**config.mk**
```make
export PLATFORM = sky130hd
export DESIGN_NAME = mc_control_fsm_flat
export DESIGN_NICKNAME = d
export VERILOG_FILES = /design/src/rtl/mc_control_fsm_pkg.sv /design/src/rtl/mc_control_fsm_if.sv /design/src/rtl/mc_alu_decoder.sv /design/src/rtl/mc_control_fsm.sv /design/src/flat_wrapper.sv
export SDC_FILE = /design/constraint.sdc
export NUM_CORES = 1
export LEC_CHECK = 0
export BUFFER_PORTS_ARGS = -buffer_cell sky130_fd_sc_hd__buf_2
export CORE_ASPECT_RATIO = 1.4
export CORE_MARGIN = 2
export CORE_UTILIZATION = 42
export DETAILED_ROUTE_END_ITERATION = 7
export GPL_TIMING_DRIVEN = 0
export PLACE_DENSITY = 0.77
export SYNTH_ARGS = -nofsm -noshare
export SYNTH_HDL_FRONTEND = slang
export SYNTH_SLANG_ARGS = --single-unit
```
**constraint.sdc**
```tcl
create_clock -name clk -period 1.9 [get_ports clk]
set_clock_uncertainty 0.2 [all_clocks]
set_input_delay 0.095 -clock clk [delete_from_list [all_inputs] [get_ports clk]]
set_output_delay 0.095 -clock clk [all_outputs]
set_load 0.02 [all_outputs]
```
**src/rtl/mc_control_fsm_pkg.sv**
```systemverilog
// Types, opcode constants and the decode-state next-state helper for the
// multicycle RV32I control unit.
package mc_control_fsm_pkg;

    typedef enum logic [2:0] {
        ALU_ADD = 3'b000,
        ALU_SUB = 3'b001,
        ALU_AND = 3'b010,
        ALU_OR  = 3'b011,
        ALU_SLT = 3'b101
    } alu_op_t;

    typedef enum logic [1:0] {
        IMM_I = 2'd0,
        IMM_S = 2'd1,
        IMM_B = 2'd2,
        IMM_J = 2'd3
    } imm_type_t;

    typedef enum logic [1:0] {
        MR_ALUOUT = 2'd0,
        MR_DATA   = 2'd1,
        MR_ALURES = 2'd2
    } mc_result_t;

    typedef enum logic [1:0] {
        SA_PC    = 2'd0,
        SA_OLDPC = 2'd1,
        SA_REG   = 2'd2
    } src_a_t;

    typedef enum logic [1:0] {
        SB_REG  = 2'd0,
        SB_IMM  = 2'd1,
        SB_FOUR = 2'd2
    } src_b_t;

    typedef enum logic [3:0] {
        S_FETCH    = 4'd0,
        S_DECODE   = 4'd1,
        S_MEMADR   = 4'd2,
        S_MEMREAD  = 4'd3,
        S_MEMWB    = 4'd4,
        S_MEMWRITE = 4'd5,
        S_EXECR    = 4'd6,
        S_EXECI    = 4'd7,
        S_ALUWB    = 4'd8,
        S_BEQ      = 4'd9,
        S_JAL      = 4'd10,
        S_TRAP     = 4'd11
    } mc_state_t;

    // What the ALU decoder is asked to produce in the current state.
    typedef enum logic [1:0] {
        AC_ADD   = 2'd0,
        AC_SUB   = 2'd1,
        AC_RTYPE = 2'd2,
        AC_ITYPE = 2'd3
    } alu_class_t;

    localparam logic [6:0] OP_LOAD   = 7'b0000011;
    localparam logic [6:0] OP_STORE  = 7'b0100011;
    localparam logic [6:0] OP_R      = 7'b0110011;
    localparam logic [6:0] OP_I      = 7'b0010011;
    localparam logic [6:0] OP_BRANCH = 7'b1100011;
    localparam logic [6:0] OP_JAL    = 7'b1101111;

    localparam logic [2:0] F3_WORD = 3'b010;
    localparam logic [2:0] F3_BEQ  = 3'b000;

    // Successor of S_DECODE; anything unsupported lands in S_TRAP.
    function automatic mc_state_t decode_next(input logic [6:0] op,
                                              input logic [2:0] funct3,
                                              input logic       alu_funct_legal);
        mc_state_t nxt;
        nxt = S_TRAP;
        case (op)
            OP_LOAD, OP_STORE: if (funct3 == F3_WORD) nxt = S_MEMADR;
            OP_R:              if (alu_funct_legal) nxt = S_EXECR;
            OP_I:              if (alu_funct_legal) nxt = S_EXECI;
            OP_BRANCH:         if (funct3 == F3_BEQ) nxt = S_BEQ;
            OP_JAL:            nxt = S_JAL;
            default:           nxt = S_TRAP;
        endcase
        return nxt;
    endfunction

endpackage

```
**src/rtl/mc_control_fsm_if.sv**
```systemverilog
// Control bundle between the multicycle controller (master) and the
// datapath (slave): instruction fields and status in, enables and selects out.
interface mc_control_fsm_if;
    import mc_control_fsm_pkg::*;

    logic [6:0] op;
    logic [2:0] funct3;
    logic       funct7b5;
    logic       zero;
    logic       mem_ready;

    logic       pc_write;
    logic       adr_src;
    logic       mem_write;
    logic       ir_write;
    mc_result_t result_src;
    src_a_t     alu_src_a;
    src_b_t     alu_src_b;
    alu_op_t    alu_control;
    imm_type_t  imm_src;
    logic       reg_write;
    logic       instr_done;
    logic       illegal;

    modport master (
        input  op, funct3, funct7b5, zero, mem_ready,
        output pc_write, adr_src, mem_write, ir_write, result_src, alu_src_a,
               alu_src_b, alu_control, imm_src, reg_write, instr_done, illegal
    );

    modport slave (
        output op, funct3, funct7b5, zero, mem_ready,
        input  pc_write, adr_src, mem_write, ir_write, result_src, alu_src_a,
               alu_src_b, alu_control, imm_src, reg_write, instr_done, illegal
    );

endinterface

```
**src/rtl/mc_alu_decoder.sv**
```systemverilog
// Combinational ALU operation decode plus funct3 legality for R/I-type ops.
module mc_alu_decoder
    import mc_control_fsm_pkg::*;
(
    input  alu_class_t alu_class,
    input  logic [2:0] funct3,
    input  logic       funct7b5,
    output alu_op_t    alu_control,
    output logic       funct_legal
);

    // Map the requested class and funct bits onto an ALU operation.
    always_comb begin
        funct_legal = (funct3 == 3'b000) || (funct3 == 3'b010) ||
                      (funct3 == 3'b110) || (funct3 == 3'b111);
        alu_control = ALU_ADD;
        unique case (alu_class)
            AC_ADD: alu_control = ALU_ADD;
            AC_SUB: alu_control = ALU_SUB;
            AC_RTYPE, AC_ITYPE: begin
                case (funct3)
                    // funct7b5 only selects sub for register-register ops
                    3'b000:  alu_control = (alu_class == AC_RTYPE && funct7b5) ? ALU_SUB
                                                                               : ALU_ADD;
                    3'b010:  alu_control = ALU_SLT;
                    3'b110:  alu_control = ALU_OR;
                    3'b111:  alu_control = ALU_AND;
                    default: alu_control = ALU_ADD;
                endcase
            end
            default: alu_control = ALU_ADD;
        endcase
    end

endmodule

```
**src/rtl/mc_control_fsm.sv**
```systemverilog
// Multicycle control FSM for the RV32I subset core: one datapath step per
// cycle, memory stalls via mem_ready, permanent trap on illegal encodings.
module mc_control_fsm
    import mc_control_fsm_pkg::*;
#(
    parameter mc_state_t RESET_STATE = S_FETCH
) (
    input logic               clk,
    input logic               rst_n,
    mc_control_fsm_if.master  bus
);

    mc_state_t  state;
    mc_state_t  dec_state;
    alu_class_t alu_class;
    alu_op_t    dec_alu;
    logic       funct_legal;
    logic       pc_write_raw;
    logic       ir_write_raw;
    logic       mem_write_raw;
    logic       reg_write_raw;
    logic       instr_done_raw;

    mc_alu_decoder u_alu_decoder (
        .alu_class   (alu_class),
        .funct3      (bus.funct3),
        .funct7b5    (bus.funct7b5),
        .alu_control (dec_alu),
        .funct_legal (funct_legal)
    );

    // State register and next-state sequencing.
    always_ff @(posedge clk) begin
        if (!rst_n) begin
            state <= RESET_STATE;
        end else begin
            unique case (state)
                S_FETCH:    if (bus.mem_ready) state <= S_DECODE;
                S_DECODE:   state <= decode_next(bus.op, bus.funct3, funct_legal);
                S_MEMADR:   state <= (bus.op == OP_LOAD) ? S_MEMREAD : S_MEMWRITE;
                S_MEMREAD:  if (bus.mem_ready) state <= S_MEMWB;
                S_MEMWB:    state <= S_FETCH;
                S_MEMWRITE: if (bus.mem_ready) state <= S_FETCH;
                S_EXECR:    state <= S_ALUWB;
                S_EXECI:    state <= S_ALUWB;
                S_ALUWB:    state <= S_FETCH;
                S_BEQ:      state <= S_FETCH;
                S_JAL:      state <= S_ALUWB;
                S_TRAP:     state <= S_TRAP;
                default:    state <= S_TRAP;
            endcase
        end
    end

    // Output decode; during reset the reset state's selects show and all
    // enables are held low regardless of the registered state.
    always_comb begin
        dec_state      = rst_n ? state : RESET_STATE;
        pc_write_raw   = 1'b0;
        ir_write_raw   = 1'b0;
        mem_write_raw  = 1'b0;
        reg_write_raw  = 1'b0;
        instr_done_raw = 1'b0;
        alu_class      = AC_ADD;
        bus.adr_src    = 1'b0;
        bus.result_src = MR_ALUOUT;
        bus.alu_src_a  = SA_PC;
        bus.alu_src_b  = SB_REG;
        bus.imm_src    = IMM_I;
        bus.illegal    = 1'b0;
        unique case (dec_state)
            S_FETCH: begin
                bus.alu_src_b  = SB_FOUR;
                bus.result_src = MR_ALURES;
                ir_write_raw   = bus.mem_ready;
                pc_write_raw   = bus.mem_ready;
            end
            S_DECODE: begin
                bus.alu_src_a = SA_OLDPC;
                bus.alu_src_b = SB_IMM;
                bus.imm_src   = IMM_B;
            end
            S_MEMADR: begin
                bus.alu_src_a = SA_REG;
                bus.alu_src_b = SB_IMM;
                bus.imm_src   = (bus.op == OP_LOAD) ? IMM_I : IMM_S;
            end
            S_MEMREAD: begin
                bus.adr_src = 1'b1;
            end
            S_MEMWB: begin
                bus.result_src = MR_DATA;
                reg_write_raw  = 1'b1;
                instr_done_raw = 1'b1;
            end
            S_MEMWRITE: begin
                bus.adr_src    = 1'b1;
                mem_write_raw  = 1'b1;
                instr_done_raw = bus.mem_ready;
            end
            S_EXECR: begin
                bus.alu_src_a = SA_REG;
                alu_class     = AC_RTYPE;
            end
            S_EXECI: begin
                bus.alu_src_a = SA_REG;
                bus.alu_src_b = SB_IMM;
                alu_class     = AC_ITYPE;
            end
            S_ALUWB: begin
                reg_write_raw  = 1'b1;
                instr_done_raw = 1'b1;
            end
            S_BEQ: begin
                bus.alu_src_a  = SA_REG;
                alu_class      = AC_SUB;
                pc_write_raw   = bus.zero;
                instr_done_raw = 1'b1;
            end
            S_JAL: begin
                bus.alu_src_a = SA_OLDPC;
                bus.alu_src_b = SB_FOUR;
                pc_write_raw  = 1'b1;
            end
            S_TRAP: begin
                bus.illegal = 1'b1;
            end
            default: begin
                bus.illegal = 1'b0;
            end
        endcase
        bus.pc_write   = rst_n & pc_write_raw;
        bus.ir_write   = rst_n & ir_write_raw;
        bus.mem_write  = rst_n & mem_write_raw;
        bus.reg_write  = rst_n & reg_write_raw;
        bus.instr_done = rst_n & instr_done_raw;
    end

    assign bus.alu_control = dec_alu;

endmodule
```
**src/flat_wrapper.sv**
```systemverilog
// flat-port wrapper written by rule: the top's interface ports become plain ports
module mc_control_fsm_flat import mc_control_fsm_pkg::*;
#(
    parameter mc_state_t RESET_STATE = S_FETCH
)
  (clk, rst_n, bus_op, bus_funct3, bus_funct7b5, bus_zero, bus_mem_ready, bus_pc_write, bus_adr_src, bus_mem_write, bus_ir_write, bus_result_src, bus_alu_src_a, bus_alu_src_b, bus_alu_control, bus_imm_src, bus_reg_write, bus_instr_done, bus_illegal);
  mc_control_fsm_if bus_i ();
  input logic clk;
  input logic rst_n;
  input wire logic [$bits(bus_i.op)-1:0] bus_op;
  input wire logic [$bits(bus_i.funct3)-1:0] bus_funct3;
  input wire logic [$bits(bus_i.funct7b5)-1:0] bus_funct7b5;
  input wire logic [$bits(bus_i.zero)-1:0] bus_zero;
  input wire logic [$bits(bus_i.mem_ready)-1:0] bus_mem_ready;
  output wire logic [$bits(bus_i.pc_write)-1:0] bus_pc_write;
  output wire logic [$bits(bus_i.adr_src)-1:0] bus_adr_src;
  output wire logic [$bits(bus_i.mem_write)-1:0] bus_mem_write;
  output wire logic [$bits(bus_i.ir_write)-1:0] bus_ir_write;
  output wire logic [$bits(bus_i.result_src)-1:0] bus_result_src;
  output wire logic [$bits(bus_i.alu_src_a)-1:0] bus_alu_src_a;
  output wire logic [$bits(bus_i.alu_src_b)-1:0] bus_alu_src_b;
  output wire logic [$bits(bus_i.alu_control)-1:0] bus_alu_control;
  output wire logic [$bits(bus_i.imm_src)-1:0] bus_imm_src;
  output wire logic [$bits(bus_i.reg_write)-1:0] bus_reg_write;
  output wire logic [$bits(bus_i.instr_done)-1:0] bus_instr_done;
  output wire logic [$bits(bus_i.illegal)-1:0] bus_illegal;
  assign bus_i.op = bus_op;
  assign bus_i.funct3 = bus_funct3;
  assign bus_i.funct7b5 = bus_funct7b5;
  assign bus_i.zero = bus_zero;
  assign bus_i.mem_ready = bus_mem_ready;
  assign bus_pc_write = bus_i.pc_write;
  assign bus_adr_src = bus_i.adr_src;
  assign bus_mem_write = bus_i.mem_write;
  assign bus_ir_write = bus_i.ir_write;
  assign bus_result_src = bus_i.result_src;
  assign bus_alu_src_a = bus_i.alu_src_a;
  assign bus_alu_src_b = bus_i.alu_src_b;
  assign bus_alu_control = bus_i.alu_control;
  assign bus_imm_src = bus_i.imm_src;
  assign bus_reg_write = bus_i.reg_write;
  assign bus_instr_done = bus_i.instr_done;
  assign bus_illegal = bus_i.illegal;
  mc_control_fsm #(.RESET_STATE(RESET_STATE)) u_core (.clk(clk), .rst_n(rst_n), .bus(bus_i));
endmodule
```
==> results.md, run 1 <==
* Final Hold Violating Endpoints at 0
* Pre-Repair DR Iteration Count at 4
* Max cap viols at 0
* Crit path DAT at 1.62 ns
* Post-route ant nets at 0
* Die height at 55.0 um
* Sequential-to-total area share from yosys stat at approximately a tenth
* Top post-synthesis cells by area: dfxtp_1 (10%), nand2_1 (5.8%), nor2_1 (5.8%)
* Post-route cell area at 1140 um2
* R2R Path End: u_core.state[1]
* Crit path time final at ~1.9 ns
* CP endpoint kind: primary output
* CP Launch Type: register
* Top delay family on crit path: compound AO/OA/AOI/OAI gates
* Worst-Margin Slew at 0.456 ns
* Wirelength per Cell at 15.6 um
* Hold crit path type: input pin to register
* Die Area at 2220 um2
* Slew Viols, Final at 0
* Number of synthesized flops with an enable pin at 0
* Worst path bufs/invs at 2
* Total GRT Usage at 26.9%
* Area delta synth->final at 46.2%
* Clk sink count at 4
* Syn_area_per_cell at 6.73 um2
* Max_slew headroom at 68.8%
* Drt first-iter violations at 15
* Global-route wire length before repair at 4200 um
* Synthesized net count at 131
* Cts hold-fix bufs at 0
* Hold depth at 3
* Final worst slack at -0.0116 ns
* Worst path cell trace: clkbuf_8 > and3b_1 > o211ai_1 > a31oi_1 > o32ai_1 > buf_2
* Core area at 1760 um2
* Vias in the first global route at 1,002
* Via count at 1,077
* FFs w/ async S/R, synth at 0%
* Dominant synthesized flop cell: dfxtp_1
* Synthesized netlist cell count at 116
* Adder-cell share of the synthesized area at 0%
* XOR/XNOR share of the synthesized area at 2.24%
* Worst IR Drop VDD at roughly 0.85 mV
* Clock-pin transition on the worst setup and hold timing paths at approximately 0.04 ns
* Detailed placer's ending HPWL at 1910 um
* Area occupied by multi-input gates at 676 um2
* Top cell type's share of synthesized area at roughly a tenth
* Unique masters post-synth at 48
* Register Area at 87.6 um2
* Seq cells post-synth at 4
* Crit share post-route at 101%
* Initial antenna violation count at 0
* Initial Utilization at 44.4%
* Yosys Warn Count at 0
* Power per cell area at 1520 nW/um2
* Final wirelength at 2750 um
* Layout cells sized above 1 at a little over two fifths
* Mux contribution to synthesized area at 1.44%
* H-tree levels at 1
* Regs by FF count: u_core.state x4
* CTS tree: built
* Violations in the final reports: negative setup slack
* Slack of the worst reg-to-reg path at 0.05 ns
* Outcome: finished with violations
* Largest Register: u_core.state
* Synth top cells by count: nand2_1 (12), nor2_1 (12), clkbuf_1 (6), inv_1 (6), nor3_1 (6)
* Root Driver: clkbuf_4
* Dpl ws at -0.125 ns
* DIE WIDTH at 40.4 um
* Vias per cell at around 6.1
* Hold Path Origin: bus_op[5]
* Post-layout util at 65.0%
* RSZ-0062 raised after global routing: yes
* Worst-case clock buffer depth at 2
* FMAX at 523 MHz
* Crit path kind: register to primary output
* Simple logic cell fraction of the synthesized area at between 40 and 50%
* GRT Residual Overflow at 0
* Core Rows at 18
* CP max stage delay at 0.31 ns
* Compound-Gate Fraction of Synth Area at 32.2%
* CTS Buf Count at 3
* Max FFs per register at 4
* Reg2reg start: u_core.state[3]
* Leading area contributor after synthesis: dfxtp_1
* Worst Path Required at 1.60 ns
* Crit-path slowest cell: dfxtp_2
* Mapped Area at 781 um2
* Final setup violation count at 1
* Antenna fix cells at 0
* DRC at 0
* Main combinational cell family by area after synthesis: simple AND/OR/NAND/NOR gates
* Reg2Reg Depth at 5
* Ports at 33
* # fillers at 166
* Pin count of the biggest net entering global routing at 11
* PortBufs at 31
* P_leak at 0.515 nW
* Gpl congestion at 0.863
* Nets@finish at 173
* Placed Area at 973 um2
* Worst skew pair latency at 0.23 ns
* CP Max Fanout at 6
* Hold Path Sink: u_core.state[1]
==> cells by family (layout without fill, tap and decap cells) <==
kind of cell    count (synthesis)  after routing
simple gates                   59             59
compound gates                 33             33
buf+inv                        17             57
flops                           4              4
xor+xnor                        2              2
mux                             1              1
==> worst max path at each step <==
stage	to	depth (start not counted)	start
after global routing	bus_alu_control[0]	6	u_core.state[1]
after CTS	bus_alu_control[0]	6	u_core.state[3]
final	bus_alu_control[0]	6	u_core.state[2]
after floorplan	bus_adr_src	4	u_core.state[2]
after detailed placement	bus_alu_src_b[0]	5	u_core.state[2]
after global placement	bus_alu_src_b[0]	5	u_core.state[2]
==> worst min-delay path, delay by kind of cell <==
| kind | cells | cell delay [ns] |
|---|---|---|
| simple gates | 1 | 0.13 |
| compound gates | 1 | 0.04 |
| buf+inv | 1 | 0.12 |
==> cell type report <==
type	count	area share (%)
Inverter	7	2.30
Clock buffer	3	1.97
Buffer	10	8.44
Tap cell	20	2.19
Sequential cell	4	7.68
Multi-Input combinational cell	95	59.2
Timing Repair Buffer	37	18.2
==> routing by layer <==
metal  up-vias  GRT usage [%]  wire length (um)
met5         -              0                 0
met4         0           8.33                53
met3         6           5.60               155
met2        54           50.3              1510
met1       501           28.6              1030
li1        516              -                 -
==> stage by stage <==
stage	power [mW]	std cells	hold slack (ns)	TNS, ns
3_3_place_gp	1.31	167	0.251	-0.238
2_1_floorplan	1.06	116	0.0692	-0.0323
5_1_grt	1.87	176	-0.000269	-0.206
3_5_place_dp	1.33	167	0.255	-0.273
6_report	1.74	176	0.00213	-0.0116
4_1_cts	1.65	175	0.00215	-0.00647
==> layout by cell type (no fill, tap or decap), types with 2 or more instances in the layout <==
master | Yosys | layout
buf_4 | 0 | 9
clkbuf_4 | 0 | 4
nor2b_1 | 4 | 3
inv_1 | 6 | 6
or2_2 | 2 | 2
buf_2 | 2 | 29
clkbuf_8 | 0 | 2
dfxtp_2 | 0 | 3
nor2_1 | 12 | 12
buf_6 | 1 | 3
nand2_1 | 12 | 12
a31oi_1 | 3 | 3
nor3b_1 | 2 | 2
clkbuf_1 | 6 | 2
nand3_1 | 4 | 4
nor3_1 | 6 | 6
o31ai_1 | 3 | 3
o21ai_0 | 4 | 4
a311oi_1 | 2 | 2
a21oi_1 | 5 | 4
o21a_1 | 2 | 2
and3b_1 | 3 | 3
==> report_power, final <==
| part | total, mW | internal, mW | leakage [nW] | switching (mW) |
|---|---|---|---|---|
| logic | 1.46 | 0.651 | 0.466 | 0.804 |
| clock network | 0.101 | 0.0704 | 0.0138 | 0.0307 |
| registers | 0.182 | 0.135 | 0.0347 | 0.0468 |
==> repair_timing <==
action,in CTS,in global routing
setup buffers,5,1
endpoints found under the setup margin,14,7
pin swaps,4,8
resized for setup,23,10
cloned,0,0
Note: power is estimated with default switching activity, not from simulation.
==> inputs of run 2 (changes only) <==
--- a/config.mk
+++ b/config.mk
@@ -6,12 +6,12 @@
 export NUM_CORES = 1
 export LEC_CHECK = 0
 export BUFFER_PORTS_ARGS = -buffer_cell sky130_fd_sc_hd__buf_2
-export CORE_ASPECT_RATIO = 1.4
 export CORE_MARGIN = 2
-export CORE_UTILIZATION = 42
+export CORE_UTILIZATION = 41
 export DETAILED_ROUTE_END_ITERATION = 7
 export GPL_TIMING_DRIVEN = 0
-export PLACE_DENSITY = 0.77
+export PLACE_DENSITY = 0.78
 export SYNTH_ARGS = -nofsm -noshare
 export SYNTH_HDL_FRONTEND = slang
+export SYNTH_HIERARCHICAL = 1
 export SYNTH_SLANG_ARGS = --single-unit
==> run 2 against run 1 <==
Against the previous run: the flow still finishes with violations (negative setup slack); via count fell by 8.9%; wire length fell by 18%; highest routed layer unchanged; synthesized area fell by 11%; largest power group unchanged; critical endpoint is now bus_pc_write; utilization rose by 8.3 points; combinational power fell by 8%; design area fell by 0.99%; worst setup slack got worse by 0.028 ns; global-route usage fell by 3.0 points; die area fell by 8.4%; final cell count fell by 4.5%.
==> results.md, run 2 <==
* Outcome: finished with violations (unchanged)
* Violations in the final reports: negative setup slack (unchanged)
* Top cell type's share of synthesized area at 11.5% (was 10.3%)
* Reg2reg start: u_core/state[1] (was u_core.state[3])
* Ports at 33 (unchanged)
* H-tree levels at 1 (unchanged)
* Drt first-iter violations at 27 (was 15)
* Via count at 981 (was 1,077)
* Nets@finish at 169 (was 173)
* Synthesized netlist cell count at 108 (was 116)
* Slew Viols, Final at 0 (unchanged)
* CTS Buf Count at 3 (unchanged)
* Worst-Margin Slew at 0.359 ns (was 0.456 ns)
* PortBufs at 32 (was 31)
* Yosys Warn Count at 6 (was 0)
* Vias per cell at 5.84 (was 6.12)
* CP Max Fanout at 3 (was 6)
* Max_slew headroom at 75.7% (was 68.8%)
* Cts hold-fix bufs at 0 (unchanged)
* CP Launch Type: register (unchanged)
* Power per cell area at 1440 nW/um2 (was 1520 nW/um2)
* Detailed placer's ending HPWL at 1510 um (was 1910 um)
* Seq cells post-synth at 4 (unchanged)
* Area delta synth->final at 62.7% (was 46.2%)
* Regs by FF count: u_core/state x4 (was u_core.state x4)
* Antenna fix cells at 0 (unchanged)
* Root Driver: clkbuf_4 (unchanged)
* Vias in the first global route at 869 (was 1,002)
* Non-Filler Instances at 168 (was 176)
* Synthesized net count at 123 (was 131)
* Crit-path slowest cell: dfxtp_2 (unchanged)
* FMAX at 515 MHz (was 523 MHz)
* Pre-Repair DR Iteration Count at 4 (unchanged)
* CP endpoint kind: primary output (unchanged)
* Max FFs per register at 4 (unchanged)
* RSZ-0062 raised after global routing: yes (unchanged)
* Core Rows at 14 (was 18)
* Pin count of the biggest net entering global routing at 11 (unchanged)
* Final worst slack at -0.0399 ns (was -0.0116 ns)
* Dominant synthesized flop cell: dfxtp_1 (unchanged)
* Initial Utilization at 45.0% (was 44.4%)
* DIE WIDTH at 45.2 um (was 40.4 um)
* Post-route cell area at 1130 um2 (was 1140 um2)
* Clk sink count at 4 (unchanged)
* Syn_area_per_cell at 6.43 um2 (was 6.73 um2)
* Crit path kind: register to primary output (unchanged)
* CP Launch Point: u_core/state[2] (was u_core.state[2])
* Crit share post-route at 102% (was 101%)
* Post-route ant nets at 0 (unchanged)
* Worst setup path endpoint: bus_pc_write (was bus_alu_control[0])
* FFs w/ async S/R, synth at 0% (unchanged)
* Core area at 1540 um2 (was 1760 um2)
* Most numerous cell in the Yosys netlist: nor2_1
* Worst Path Required at 1.60 ns (about the same)
* Placed Area at 915 um2 (was 973 um2)
* Worst path most repeated cell: buf_6
* Layout cells sized above 1 at 46.7% (was 42.3%)
* Final setup violation count at 1 (unchanged)
* Final wirelength at 2240 um (was 2750 um)
* Die Area at 2040 um2 (was 2220 um2)
* Gpl congestion at 0.807 (was 0.863)
* Placed instance count at 156 (was 167)
* Most frequent cells in the layout: buf_2 (28), nor2_1 (14), buf_4 (12) (was buf_2 (29), nor2_1 (12), nand2_1 (12))
* Crit path DAT at 1.64 ns (was 1.62 ns)
* Worst path cell trace: buf_6 > buf_6 > o41ai_4 > a21oi_1 > nor2_1 > o21ai_1 > a21oi_2 > buf_4 (was clkbuf_8 > and3b_1 > o211ai_1 > a31oi_1 > o32ai_1 > buf_2)
* R2R Path End: u_core/state[0] (was u_core.state[1])
* Leading area contributor after synthesis: dfxtp_1 (unchanged)
* Worst IR Drop VDD at 0.592 mV (was 0.846 mV)
* Worst skew pair latency at 0.23 ns (about the same)
* Wirelength per Cell at 13.4 um (was 15.6 um)
* Slack of the worst reg-to-reg path at 0.15 ns (was 0.05 ns)
* Max cap viols at 0 (unchanged)
* DRC at 0 (unchanged)
* Clock-pin transition on the worst setup and hold timing paths at 0.04 ns (about the same)
* Initial antenna violation count at 0 (unchanged)
* Total GRT Usage at 23.9% (was 26.9%)
* Global-route wire length before repair at 3690 um (was 4200 um)
* Worst-case clock buffer depth at 2 (unchanged)
* CP max stage delay at 0.32 ns (was 0.31 ns)
* Reg2Reg Depth at 6 (was 5)
* Sequential-to-total area share from yosys stat at 11.5% (was 10.3%)
* Unique masters post-synth at 42 (was 48)
* Mapped Area at 694 um2 (was 781 um2)
* Number of synthesized flops with an enable pin at 0 (unchanged)
* Hold crit path type: input pin to register (unchanged)
* GRT Residual Overflow at 0 (unchanged)
* P_leak at 0.517 nW (was 0.515 nW)
* Top post-synthesis cells by area: dfxtp_1 (12%), nor2_1 (8.1%), nor3_1 (7.2%) (was dfxtp_1 (10%), nand2_1 (5.8%), nor2_1 (5.8%))
* Final Hold Violating Endpoints at 0 (unchanged)
* Die height at 45.2 um (was 55.0 um)
* CTS tree: built (unchanged)
* Crit path time final at 1.94 ns (was 1.91 ns)
* Largest Register: u_core/state (was u_core.state)
* Synth top cells by count: nor2_1 (15), nand2_1 (11), nor3_1 (10), a21oi_1 (6), nand2b_1 (6) (was nand2_1 (12), nor2_1 (12), clkbuf_1 (6), inv_1 (6), nor3_1 (6))
* Commonest non-fill, non-tap cell in the layout: buf_2 (unchanged)
run 2: what timing repair did:
action,CTS,global route
pin swaps,11,4
endpoints found under the setup margin,11,8
gates resized for setup,30,7
buffers inserted,8,1
run 2: worst min path at each step:
stage / from / endpoint / slack [ns] / cells past startpoint
after floorplan: bus_funct3[0] / bus_alu_control[2] / 0.04 / 1
after global placement: bus_funct3[0] / bus_alu_control[2] / 0.31 / 3
after detailed placement: bus_funct3[0] / bus_alu_control[2] / 0.32 / 3
after CTS: bus_mem_ready / u_core/state[3] / 0.13 / 3
after global routing: bus_mem_ready / u_core/state[3] / 0.19 / 3
final: bus_mem_ready / u_core/state[3] / 0.15 / 3
run 2: metal layers:
layer,up-vias,wire length [um],global-route usage (%)
met1,434,982,30.8
met4,0,21,10.6
met2,48,1070,40.6
met5,-,0,0
met3,6,166,1.60
li1,493,-,-
run 2: worst max-delay path, delay by kind of cell, from the launching register on:
family	cells	cell delay [ns]
flip-flops	1	0.32
AND/OR/NAND/NOR	1	0.11
AO/OA/AOI/OAI	4	0.60
buffers and inverters	3	0.37
run 2: layout make-up:
type | instances | area, um2
Buffer | 8 | 93.8
Inverter | 3 | 11.3
Tap cell | 16 | 20.0
Sequential cell | 4 | 85.1
Multi-Input combinational cell | 93 | 643
Timing Repair Buffer | 41 | 254
Fill cell | 119 | 412
Clock buffer | 3 | 22.5
run 2: kinds of logic (layout without fill, tap and decap cells):
family                    after synthesis  count (layout)  synth area share, %
buffers and inverters                  11              55                 6.49
AOI/OAI and AO/OA                      30              30                 33.0
and+or+nand+nor                        59              59                 43.8
xor gates and xnor gates                3               3                 3.78
muxes                                   1               1                 1.44
DFF                                     4               4                 11.5
run 2: through the flow:
stage / hold WS, ns / util (%) / total power, mW / worst slack (ns) / setup TNS (ns)
after global placement: 0.308 / 59.3 / 1.18 / -0.232 / -0.249
after floorplan: 0.0410 / - / 0.956 / 0.0000578 / 0
after detailed placement: 0.317 / 59.3 / 1.19 / -0.254 / -0.368
after global routing: 0.188 / 73.3 / 1.75 / -0.101 / -0.187
final: 0.146 / 73.3 / 1.63 / -0.0399 / -0.0399
after CTS: 0.129 / 72.0 / 1.58 / -0.0418 / -0.0630
run 2: power by group:
part	switching (mW)	internal [mW]	leakage, nW
logic	0.734	0.606	0.469
clock network	0.0315	0.0704	0.0138
registers	0.0570	0.131	0.0344
==> inputs of run 3 (changes only) <==
==> constraint.sdc (replaced) <==
create_clock -name clk -period 1.9 [get_ports clk]
set_clock_uncertainty 0.2 [all_clocks]
set_input_delay 0.095 -clock clk [delete_from_list [all_inputs] [get_ports clk]]
set_output_delay 0.095 -clock clk [all_outputs]
set_load 0.1 [all_outputs]
==> run 3 against run 2 <==
Against the previous run: synthesized cell count did not move; the flow now stops in global routing (5_1_grt); synthesized area did not move.
==> results.md, run 3 <==
* Outcome: stopped before the end (was finished with violations)
* Fail Step: global routing (5_1_grt)
* Error msg: [ERROR DPL-0038] Utilization greater than 100%, impossible to legalize
* Top post-synthesis cells by area: dfxtp_1 (12%), nor2_1 (8.1%), nor3_1 (7.2%) (unchanged)
* Seq cells post-synth at 4 (unchanged)
* DIE WIDTH at 45.2 um (unchanged)
* Leading area contributor after synthesis: dfxtp_1 (unchanged)
* Worst-case clock buffer depth at 2 (unchanged)
* Sequential-to-total area share from yosys stat at 11.5% (unchanged)
* Syn_area_per_cell at 6.43 um2 (unchanged)
* CTS Buf Count at 3 (unchanged)
* Detailed placer's ending HPWL at 1670 um (was 1510 um)
* Ports at 33 (unchanged)
* Top cell type's share of synthesized area at 11.5% (unchanged)
* Synthesized netlist cell count at 108 (unchanged)
* Dominant synthesized flop cell: dfxtp_1 (unchanged)
* Initial Utilization at 45.0% (unchanged)
* Synthesized net count at 123 (unchanged)
* Die height at 45.2 um (unchanged)
* Cts hold-fix bufs at 0 (unchanged)
* Synth top cells by count: nor2_1 (15), nand2_1 (11), nor3_1 (10), a21oi_1 (6), nand2b_1 (6) (unchanged)
* H-tree levels at 1 (unchanged)
* Root Driver: clkbuf_4 (unchanged)
* Yosys Warn Count at 6 (unchanged)
* Clk sink count at 4 (unchanged)
* Mapped Area at 694 um2 (unchanged)
* Core Rows at 14 (unchanged)
* Most numerous cell in the Yosys netlist: nor2_1 (unchanged)
* Unique masters post-synth at 42 (unchanged)
* Gpl congestion at 0.780 (was 0.807)
* Worst EP Category: top-level output
* FFs w/ async S/R, synth at 0% (unchanged)
* PortBufs at 32 (unchanged)
* Number of synthesized flops with an enable pin at 0 (unchanged)
* GR repair worst EP: bus_alu_control[0]
* Pin count of the biggest net entering global routing at 11
==> run 3: cell counts after synthesis <==
Identical to the previous run, type by type.
==> run 3: cells by family after synthesis <==
logic type / after synthesis / share of synthesized area [%]
xor gates and xnor gates: 3 / 3.78
muxes: 1 / 1.44
DFF: 4 / 11.5
and+or+nand+nor: 59 / 43.8
AOI/OAI and AO/OA: 30 / 33.0
buffers and inverters: 11 / 6.49
==> run 3: through the flow <==
stage / cells / setup slack [ns] / hold slack (ns) / cell area (um2)
2_1_floorplan: 108 / -0.951 / 0.0951 / 917
3_3_place_gp: 156 / -0.429 / 0.365 / 1100
3_5_place_dp: 156 / -0.467 / 0.375 / 1100
4_1_cts: 174 / -0.111 / 0.128 / 1480
==> run 3: repair_timing <==
item                       CTS
setup buffers               14
pin swaps                   10
setup endpoints to repair   19
resized for setup           58
gates cloned                 1
==> inputs of run 4 (changes only) <==
--- a/config.mk
+++ b/config.mk
@@ -6,11 +6,11 @@
 export NUM_CORES = 1
 export LEC_CHECK = 0
 export BUFFER_PORTS_ARGS = -buffer_cell sky130_fd_sc_hd__buf_2
-export CORE_MARGIN = 2
-export CORE_UTILIZATION = 41
+export CORE_AREA = 2 2 63 65
 export DETAILED_ROUTE_END_ITERATION = 7
+export DIE_AREA = 0 0 65 67
 export GPL_TIMING_DRIVEN = 0
-export PLACE_DENSITY = 0.78
+export PLACE_DENSITY_LB_ADDON = 0.15
 export SYNTH_ARGS = -nofsm -noshare
 export SYNTH_HDL_FRONTEND = slang
 export SYNTH_HIERARCHICAL = 1
==> constraint.sdc (replaced) <==
create_clock -name clk -period 2.5 [get_ports clk]
set_clock_uncertainty 0.2 [all_clocks]
set_input_delay 0.125 -clock clk [delete_from_list [all_inputs] [get_ports clk]]
set_output_delay 0.125 -clock clk [all_outputs]
set_load 0.1 [all_outputs]
==> run 4 against run 3 <==
Against the previous run: the run now ends clean.
==> results.md, run 4 (synthesized netlist as in run 2, its figures left out) <==
* Final worst slack at roughly 0.13 ns
* Max_slew headroom at 67.4%
* Register Area at 80.1 um2
* Global-route wire length before repair at between 3000 and 4000 um
* Cts hold-fix bufs at 0 (unchanged)
* CTS tree: built
* Via count at 925
* Core Rows at 22 (was 14)
* Nets@finish at 159
* Area occupied by multi-input gates at 668 um2
* Hold Path Origin: bus_mem_ready
* RSZ-0062 raised after global routing: no
* Initial antenna violation count at 0
* Commonest non-fill, non-tap cell in the layout: buf_2
* Post-route ant nets at 0
* Total GRT Usage at roughly 11%
* Worst Path Required at around 2.2 ns
* Max cap viols at 0
* Slew Viols, Final at 0
* Max Used Layer: met3
* Antenna fix cells at 0
* Pin count of the biggest net entering global routing at 20
* GRT Residual Overflow at 0
* Gpl congestion at 0.785 (was 0.780)
* Crit path time final at 2.37 ns
* Non-Filler Instances at 190
* DRC at 0
* Reg2Reg Depth at 5
* Area delta synth->final at 55.5%
* Hold crit path type: input pin to register
* Final Hold Violating Endpoints at 0
* PortBufs at 32 (unchanged)
* Most frequent cells in the layout: buf_2 (30), nor2_1 (11), nand2_1 (11)
* Largest Register: u_core/state
* CP endpoint kind: primary output
* Worst-case clock buffer depth at 2 (unchanged)
* Post-route cell area at 1080 um2
* Clk sink count at 4 (unchanged)
* Worst IR Drop VDD at about 0.28 mV
* Crit path kind: register to primary output
* Die Area at 4360 um2
* Outcome: completed (was stopped before the end)
* P_leak at around 0.46 nW
* Placed instance count at 188 (was 156)
* Crit share post-route at 94.9%
* Pwr Total at 1.56 mW
* Final wirelength at 2380 um
* Max FFs per register at 4
* Die height at 67 um (was 45.2 um)
* Slack of the worst reg-to-reg path at 0.67 ns
* Vias in the first global route at around 850
* Vias per cell at 4.87
* Crit path DAT at around 2.1 ns
* H-tree levels at 1 (unchanged)
* Hold Path Sink: u_core/state[3]
* WL met2 at 1090 um
* Reg2reg start: u_core/state[0]
* Fin Setup TNS at 0 ns
* Worst skew pair latency at 0.21 ns
* Detailed placer's ending HPWL at 1880 um (was 1670 um)
* R2R Path End: u_core/state[1]
* Core area at ~3600 um2
* M1 WL at 1160 um
* Regs by FF count: u_core/state x4
* Clock-pin transition on the worst setup and hold timing paths at 0.03 ns
* Wirelength per Cell at 12.5 um
* Drt first-iter violations at 22
* Final setup violation count at 0
* Hold depth at 3
* Pre-Repair DR Iteration Count at 4
* # fillers at 404
* Power per cell area at 1440 nW/um2
* Placed Area at 1010 um2 (was 1100 um2)
* Worst-Margin Slew at 0.492 ns
* Layout cells sized above 1 at ~43%
* CP Launch Type: register
* FMAX at around 420 MHz
* Root Driver: clkbuf_8 (was clkbuf_4)
* WHS at ~0.20 ns
* Dpl ws at -0.234 ns (was -0.467 ns)
* DR WL met3 at 131 um
* Post-layout util at between 20% and 30%
* CP Max Fanout at 10
* Ports at 33 (unchanged)
* CTS Buf Count at 3 (unchanged)
* DIE WIDTH at 65 um (was 45.2 um)
* Initial Utilization at 19.3% (was 45.0%)
run 4: repair_timing:
item                                    4_1_cts  5_1_grt
buffers inserted                              0        0
endpoints found under the setup margin        3        2
resized for setup                            10        4
endpoints found under the hold margin         0        0
cloned                                        0        0
run 4: worst max path at each step:
| stage | startpoint | end | slack (ns) | depth (start not counted) |
|---|---|---|---|---|
| final | u_core/state[1] | bus_alu_control[2] | 0.13 | 7 |
| after global routing | u_core/state[1] | bus_alu_control[2] | 0.02 | 7 |
| after CTS | u_core/state[1] | bus_alu_control[0] | 0.06 | 7 |
| after detailed placement | u_core/state[1] | bus_alu_control[0] | -0.23 | 9 |
| after global placement | u_core/state[1] | bus_alu_control[0] | -0.19 | 9 |
| after floorplan | u_core/state[0] | bus_alu_src_b[0] | -0.71 | 3 |
run 4: final cells by class:
type,instances,share of cell area [%]
clock buffer,3,3.82
tap,48,5.56
inverter,3,1.04
multi-input combinational,93,61.9
sequential,4,7.42
buffer,7,4.06
timing repair buffer,32,16.2
run 4: routing by layer:
metal / vias up / global-route usage [%]
li1: 472 / -
met1: 418 / 15.4
met2: 35 / 18.6
met3: 0 / 1.52
met4: 0 / 2.39
met5: - / 0
run 4: worst max-delay path, stage by stage (launching register included):
cell and delay [ns]:
dfxtp_1 0.34, buf_4 0.21, clkbuf_4 0.23, nand2_1 0.12, nor3_2 0.34, nand2_1 0.15, nor3_4 0.13, buf_4 0.30
run 4: where the power goes:
| group | leakage, nW | switching, mW | internal [mW] |
|---|---|---|---|
| Clock | 0.0216 | 0.0279 | 0.102 |
| Combinational | 0.406 | 0.967 | 0.329 |
| Sequential | 0.0331 | 0.0362 | 0.0931 |
